[config.mk]
export PLATFORM = sky130hd
export DESIGN_NAME = elevator_dispatcher_flat
export DESIGN_NICKNAME = d
export VERILOG_FILES = /design/src/rtl/elevator_dispatcher_pkg.sv /design/src/rtl/elevator_dispatcher_if.sv /design/src/rtl/elevator_tick_timer.sv /design/src/rtl/elevator_dispatcher.sv /design/src/flat_wrapper.sv
export SDC_FILE = /design/constraint.sdc
export NUM_CORES = 1
export LEC_CHECK = 0
export CAP_MARGIN = 20
export CORE_UTILIZATION = 60
export DETAILED_ROUTE_END_ITERATION = 16
export GPL_ROUTABILITY_DRIVEN = 0
export PLACE_DENSITY = 0.92
export SLEW_MARGIN = 20
export SYNTH_ARGS = -nofsm -noshare
export SYNTH_HDL_FRONTEND = slang
export SYNTH_SLANG_ARGS = --single-unit
[constraint.sdc]
create_clock -name clk -period 4.5 [get_ports clk]
set_input_delay 0.45 -clock clk [delete_from_list [all_inputs] [get_ports clk]]
set_output_delay 0.45 -clock clk [all_outputs]
set_load 0.1 [all_outputs]
[src/rtl/elevator_dispatcher_pkg.sv]
// Shared types and defaults for the elevator dispatcher slice.
package elevator_dispatcher_pkg;

    localparam int DEFAULT_NUM_FLOORS = 10;

    // Top-level controller states
    typedef enum logic [1:0] {
        IDLE      = 2'd0,
        MOVE_UP   = 2'd1,
        MOVE_DOWN = 2'd2,
        DOOR_OPEN = 2'd3
    } state_t;

    // Sweep direction remembered between stops so SCAN keeps going the same way
    typedef enum logic {
        UP   = 1'b0,
        DOWN = 1'b1
    } dir_t;

endpackage

[src/rtl/elevator_dispatcher_if.sv]
// Bundle between the request latch bank / car peripherals and the dispatcher.
interface elevator_dispatcher_if
    import elevator_dispatcher_pkg::*;
#(
    parameter int NUM_FLOORS = DEFAULT_NUM_FLOORS,
    parameter int FLOOR_W    = $clog2(NUM_FLOORS)
);
    logic [NUM_FLOORS-1:0] requests;
    logic [NUM_FLOORS-1:0] resetSome;
    logic [FLOOR_W-1:0]    currentFloor;
    logic                  movingUp;
    logic                  movingDown;
    logic                  doorOpen;

    // Latch bank and car peripherals
    modport master (
        output requests,
        input  resetSome, currentFloor, movingUp, movingDown, doorOpen
    );

    // Dispatcher
    modport slave (
        input  requests,
        output resetSome, currentFloor, movingUp, movingDown, doorOpen
    );
endinterface

[src/rtl/elevator_tick_timer.sv]
// Loadable down-counter; done is high while the count sits at zero.
module elevator_tick_timer #(
    parameter int CNT_W = 8
) (
    input  logic             clk,
    input  logic             reset,
    input  logic             load,
    input  logic [CNT_W-1:0] load_val,
    input  logic             en,
    output logic             done
);
    logic [CNT_W-1:0] cnt;

    // Load has priority over counting; the count parks at zero
    always_ff @(posedge clk) begin
        if (reset) begin
            cnt <= '0;
        end else if (load) begin
            cnt <= load_val;
        end else if (en && (cnt != '0)) begin
            cnt <= cnt - CNT_W'(1);
        end
    end

    assign done = (cnt == '0);
endmodule

[src/rtl/elevator_dispatcher.sv]
// SCAN elevator dispatcher: serves latched floor requests, one floor per
// FLOOR_TICKS cycles, holding the door DOOR_TICKS cycles and clearing the
// served floor's latch while the door is open.
module elevator_dispatcher
    import elevator_dispatcher_pkg::*;
#(
    parameter int NUM_FLOORS  = DEFAULT_NUM_FLOORS,
    parameter int FLOOR_TICKS = 50000000,
    parameter int DOOR_TICKS  = 150000000,
    parameter int FLOOR_W     = $clog2(NUM_FLOORS)
) (
    input  logic                 clk,
    input  logic                 reset,
    elevator_dispatcher_if.slave bus
);
    localparam int MAX_TICKS = (FLOOR_TICKS > DOOR_TICKS) ? FLOOR_TICKS : DOOR_TICKS;
    localparam int CNT_W     = ($clog2(MAX_TICKS) < 1) ? 1 : $clog2(MAX_TICKS);

    // The timer reaches zero after (load value) decrements, so load N-1 for N cycles
    localparam logic [CNT_W-1:0]   FLOOR_LOAD = CNT_W'(FLOOR_TICKS - 1);
    localparam logic [CNT_W-1:0]   DOOR_LOAD  = CNT_W'(DOOR_TICKS - 1);
    localparam logic [FLOOR_W-1:0] TOP_FLOOR  = FLOOR_W'(NUM_FLOORS - 1);

    state_t                state, state_n;
    dir_t                  last_dir, dir_n;
    logic [FLOOR_W-1:0]    cur_floor, floor_n;
    logic                  here, above, below;
    logic                  t_load, t_en, t_done;
    logic [CNT_W-1:0]      t_val;
    logic [NUM_FLOORS-1:0] reset_some_q;
    logic                  moving_up_q, moving_down_q, door_open_q;

    function automatic logic req_at(input logic [NUM_FLOORS-1:0] r,
                                    input logic [FLOOR_W-1:0] f);
        logic v;
        v = 1'b0;
        for (int i = 0; i < NUM_FLOORS; i++) begin
            if (i == int'(f)) v = r[i];
        end
        return v;
    endfunction

    function automatic logic any_above(input logic [NUM_FLOORS-1:0] r,
                                       input logic [FLOOR_W-1:0] f);
        logic v;
        v = 1'b0;
        for (int i = 0; i < NUM_FLOORS; i++) begin
            if (i > int'(f)) v = v | r[i];
        end
        return v;
    endfunction

    function automatic logic any_below(input logic [NUM_FLOORS-1:0] r,
                                       input logic [FLOOR_W-1:0] f);
        logic v;
        v = 1'b0;
        for (int i = 0; i < NUM_FLOORS; i++) begin
            if (i < int'(f)) v = v | r[i];
        end
        return v;
    endfunction

    function automatic logic [NUM_FLOORS-1:0] floor_onehot(input logic [FLOOR_W-1:0] f);
        logic [NUM_FLOORS-1:0] v;
        for (int i = 0; i < NUM_FLOORS; i++) begin
            v[i] = (i == int'(f));
        end
        return v;
    endfunction

    elevator_tick_timer #(
        .CNT_W (CNT_W)
    ) u_timer (
        .clk      (clk),
        .reset    (reset),
        .load     (t_load),
        .load_val (t_val),
        .en       (t_en),
        .done     (t_done)
    );

    // Request summary relative to the floor the car is at now
    always_comb begin
        here  = req_at(bus.requests, cur_floor);
        above = any_above(bus.requests, cur_floor);
        below = any_below(bus.requests, cur_floor);
    end

    // Next-state, next-floor and timer control
    always_comb begin
        state_n = state;
        floor_n = cur_floor;
        dir_n   = last_dir;
        t_load  = 1'b0;
        t_val   = '0;
        t_en    = 1'b0;
        case (state)
            IDLE: begin
                if (here) begin
                    state_n = DOOR_OPEN;
                    t_load  = 1'b1;
                    t_val   = DOOR_LOAD;
                end else if (above && (last_dir == UP || !below)) begin
                    state_n = MOVE_UP;
                    dir_n   = UP;
                    t_load  = 1'b1;
                    t_val   = FLOOR_LOAD;
                end else if (below) begin
                    state_n = MOVE_DOWN;
                    dir_n   = DOWN;
                    t_load  = 1'b1;
                    t_val   = FLOOR_LOAD;
                end
            end
            MOVE_UP: begin
                if (t_done) begin
                    // Step completes even if the target vanished; decide on the new floor
                    floor_n = (cur_floor == TOP_FLOOR) ? cur_floor : cur_floor + FLOOR_W'(1);
                    if (req_at(bus.requests, floor_n)) begin
                        state_n = DOOR_OPEN;
                        t_load  = 1'b1;
                        t_val   = DOOR_LOAD;
                    end else if (any_above(bus.requests, floor_n)) begin
                        t_load  = 1'b1;
                        t_val   = FLOOR_LOAD;
                    end else begin
                        state_n = IDLE;
                    end
                end else begin
                    t_en = 1'b1;
                end
            end
            MOVE_DOWN: begin
                if (t_done) begin
                    floor_n = (cur_floor == '0) ? cur_floor : cur_floor - FLOOR_W'(1);
                    if (req_at(bus.requests, floor_n)) begin
                        state_n = DOOR_OPEN;
                        t_load  = 1'b1;
                        t_val   = DOOR_LOAD;
                    end else if (any_below(bus.requests, floor_n)) begin
                        t_load  = 1'b1;
                        t_val   = FLOOR_LOAD;
                    end else begin
                        state_n = IDLE;
                    end
                end else begin
                    t_en = 1'b1;
                end
            end
            DOOR_OPEN: begin
                // Presses at this floor are ignored here; the latch is held clear
                if (t_done) begin
                    state_n = IDLE;
                end else begin
                    t_en = 1'b1;
                end
            end
            default: state_n = IDLE;
        endcase
    end

    // Controller state plus registered decodes of the state being entered
    always_ff @(posedge clk) begin
        if (reset) begin
            state         <= IDLE;
            cur_floor     <= '0;
            last_dir      <= UP;
            reset_some_q  <= '0;
            moving_up_q   <= 1'b0;
            moving_down_q <= 1'b0;
            door_open_q   <= 1'b0;
        end else begin
            state         <= state_n;
            cur_floor     <= floor_n;
            last_dir      <= dir_n;
            reset_some_q  <= (state_n == DOOR_OPEN) ? floor_onehot(floor_n) : '0;
            moving_up_q   <= (state_n == MOVE_UP);
            moving_down_q <= (state_n == MOVE_DOWN);
            door_open_q   <= (state_n == DOOR_OPEN);
        end
    end

    assign bus.resetSome    = reset_some_q;
    assign bus.currentFloor = cur_floor;
    assign bus.movingUp     = moving_up_q;
    assign bus.movingDown   = moving_down_q;
    assign bus.doorOpen     = door_open_q;
endmodule

[src/flat_wrapper.sv]
// flat-port wrapper written by rule: the top's interface ports become plain ports
module elevator_dispatcher_flat import elevator_dispatcher_pkg::*;
#(
    parameter int NUM_FLOORS  = DEFAULT_NUM_FLOORS,
    parameter int FLOOR_TICKS = 50000000,
    parameter int DOOR_TICKS  = 150000000,
    parameter int FLOOR_W     = $clog2(NUM_FLOORS)
)
  (clk, reset, bus_requests, bus_resetSome, bus_currentFloor, bus_movingUp, bus_movingDown, bus_doorOpen);
  elevator_dispatcher_if #(.NUM_FLOORS(NUM_FLOORS), .FLOOR_W(FLOOR_W)) bus_i ();
  input  logic clk;
  input  logic reset;
  input wire logic [$bits(bus_i.requests)-1:0] bus_requests;
  output wire logic [$bits(bus_i.resetSome)-1:0] bus_resetSome;
  output wire logic [$bits(bus_i.currentFloor)-1:0] bus_currentFloor;
  output wire logic [$bits(bus_i.movingUp)-1:0] bus_movingUp;
  output wire logic [$bits(bus_i.movingDown)-1:0] bus_movingDown;
  output wire logic [$bits(bus_i.doorOpen)-1:0] bus_doorOpen;
  assign bus_i.requests = bus_requests;
  assign bus_resetSome = bus_i.resetSome;
  assign bus_currentFloor = bus_i.currentFloor;
  assign bus_movingUp = bus_i.movingUp;
  assign bus_movingDown = bus_i.movingDown;
  assign bus_doorOpen = bus_i.doorOpen;
  elevator_dispatcher #(.NUM_FLOORS(NUM_FLOORS), .FLOOR_TICKS(FLOOR_TICKS), .DOOR_TICKS(DOOR_TICKS), .FLOOR_W(FLOOR_W)) u_core (.clk(clk), .reset(reset), .bus(bus_i));
endmodule
==> reports/summary.txt <==
Status: finished clean
Peak supply drop: 249 uV
Total power: 1420 uW
Final setup fails: 0
Seq cells post-synth: 48
CTS max path bufs: 2
Row cnt: 30
CTS clk-pin slew, worst paths: 0.09 ns
Pwr dens: 312 nW/um^2
DRT iter0 DRCs: 770
R2R depth: 12
Total CTS buffers: 5
Clk_lat worst skew: 0.31 ns
Highest cell delay on the worst timing path: 0.57 ns
Area of the core: 6760 um^2
Final period utilization: 92.6%
Post-synth EDFFs: 0
Post-DP HPWL: 8.80 mm
Sw frac: 37.8%
IO Port Bufs: 28
Most frequent cells in the layout: nor2_1, dfxtp_1, nand2_1
FFs w/ async S/R, synth: 0%
Residual DRC: 0
Simple-gate share of the synthesized area: 30.3%
Cells after Synth: 536
Die area: 7320 um^2
Hold/Removal Path Class: reg -> reg
Clock Sinks: 48
CP arrival: 4.41 ns
Crit. End Element: flop
Crit path depth: 12
Syn Nets: 559
Share of layout cells above drive strength 1: 9.17%
Gr busiest metal: met2
Initial antenna violation count: 0
Synthesis-to-finish area growth: 8.40%
Post-synthesis sequential area ratio: 22.9%
CP max FO: 22
CTS tree: yes
Post-synthesis compound-gate area fraction: 29.8%
Ys flop type: dfxtp_1
GRT met1 Usage: 44.3%
Worst path cell trace: buf_4 > ha_1 > buf_4 > nor2b_1 > and3_1 > o311a_1 > o22ai_1 > or2_1 > o31ai_1 > o21ba_2 > o31ai_1 > a21oi_1
Root buffer cell: clkbuf_8
Register share of total power: 38.8%
Die X: 85.5 um
Worst Tran Pin Value: 1.01 ns
DR vias: 4534
Max-slew violations: 0
DR vias/cell: 7.25
Startpoint Class: flop
N_diodes: 0
Critical path class: reg -> reg
P_int: 880 uW
Largest cells by area after synthesis: dfxtp_1, nor2_1, nand2_1, ha_1, a21oi_1
DRT Wirelength: 12.3 mm
Multiplexer area fraction after synthesis: 1.67%
H-Tree Depth: 2
P_leak: 0.00174 uW
Clk network pwr share: 25.6%
Vias in the first global route: 4060
DR pass1 iterations: 5
Met3 Use GR: 10.2%
R2R setup slack: 0.33 ns
Final Hold Fails: 0
CP endpoint: u_core.u_timer.cnt[27]
Initial Util: 62.0%
Met2 usage: 51.2%
Largest net degree at the start of global routing: 37
RSZ-0062 raised after global routing: false
Tmin final: 4.17 ns
Hold Buf Count CTS: 0
IO Pins: 29
Antenna viol nets, final: 0
Final setup margin: 0.334 ns
Xor and xnor area share after synthesis: 4.18%
Delay-heaviest family, CP: compound AO/OA/AOI/OAI gates
Tot GR Track Use: 33.7%
Die Y: 85.5 um
Post-CTS resize count: 0
Total Nets Final: 568
Upper clock frequency limit: 0.240 GHz
Worst slack, placed: 0.560 ns
Post-synth cell types: 86
CP max-delay cell: dfxtp_1
Synth warnings: 0
Area leader, netlist: dfxtp_1
Comb power frac: 35.6%
Filler cells: 540
Synth Area per Inst: 7.81 um^2
Post-synth top area share: 22.9%
DR WL/cell: 19.7 um
Skew final: 0.0112 ns
NetSw: 535 uW
Setup TNS: 0 ns
Synthesized area: 4190 um^2
R2R Path Start: u_core.bus.currentFloor[1]
Adder-cell share of the synthesized area: 3.29%
Worst Path Required: 4.74 ns
CP startpoint: u_core.bus.currentFloor[1]
Post-CTS Setup Bufs: 0
Largest family of logic cells by synthesized area: simple AND/OR/NAND/NOR gates
First-pass GRT wire length: 19.8 mm
Reg2Reg Capture Point: u_core.u_timer.cnt[27]
Total gr overflow: 0
Buf+Inv Stages, Crit Path: 2
Max-Slew Margin vs Limit: 32.6%
Maximum Capacitance Violations: 0
==> final cells by class <==
type	count	area (um^2)	area share [%]
multi-input combinational	427	2900	63.9
sequential	48	962	21.2
timing repair buffer	38	355	7.83
tap	80	100	2.21
inverter	25	93.8	2.07
clock buffer	5	68.8	1.52
clock inverter	2	60.1	1.32
==> Yosys cell counts (6+ instances only) <==
master     n
dfxtp_1   48
nor2_1    47
nand2_1   45
a21oi_1   26
inv_1     25
o21ai_0   22
nor3_1    20
nand3_1   17
buf_2     16
and3_1    15
a211oi_1  13
nor2b_1   13
xor2_1    12
ha_1      11
nand2b_1  11
buf_6     10
nor4_1    10
clkbuf_1   9
xnor2_1    8
a31oi_1    7
and2_1     7
mux2i_1    7
nor3b_1    6
o31ai_1    6
==> tightest hold or removal path: stages (launching register included) <==
cell      delay, ns
dfxtp_1        0.30
inv_1          0.05
a221oi_1       0.07
==> worst min path at each step <==
stage | from | end | slack, ns | depth (start not counted)
after floorplan | u_core.last_dir | u_core.last_dir | 0.45 | 2
after global placement | u_core.last_dir | u_core.last_dir | 0.46 | 2
after detailed placement | u_core.last_dir | u_core.last_dir | 0.47 | 2
after CTS | u_core.last_dir | u_core.last_dir | 0.48 | 2
after global routing | u_core.last_dir | u_core.last_dir | 0.51 | 2
final | u_core.last_dir | u_core.last_dir | 0.48 | 2
==> logic make-up after synthesis <==
family	count (synthesis)
compound gates	157
flops	48
mux	7
simple gates	232
fa+ha+maj	11
xor+xnor	20
buf+inv	61
==> layer usage <==
layer | vias to the layer above | share of wire [%]
met5 | - | 0
met4 | 0 | 4.8
met3 | 77 | 13
met2 | 369 | 44
met1 | 2071 | 38
li1 | 2017 | -
==> sequential cells by signal (all words and copies together) (netlist names) <==
name	count
u_core.u_timer.cnt	28
u_core.bus.resetSome	10
u_core.bus.currentFloor	4
u_core.state	2
u_core.bus.doorOpen	1
u_core.bus.movingDown	1
u_core.bus.movingUp	1
u_core.last_dir	1
==> power groups by stage <==
| stage | Combinational [uW] | Sequential, uW | Clock (uW) |
|---|---|---|---|
| after global routing | 540 | 554 | 385 |
| after global placement | 467 | 550 | 0 |
| after CTS | 492 | 546 | 367 |
| final | 504 | 549 | 363 |
| after floorplan | 324 | 590 | 0 |
| after detailed placement | 490 | 555 | 0 |
==> stage by stage <==
step           hold WS (ns)  std cells  utilization [%]  instance area, um^2
6_report              0.477        625             67.2                 4540
5_1_grt               0.511        625             67.2                 4540
4_1_cts               0.483        625             67.2                 4540
3_5_place_dp          0.471        618             65.3                 4410
3_3_place_gp          0.461        618             65.3                 4410
2_1_floorplan         0.447        536                -                 4190
(Power assumes the default switching activity.)
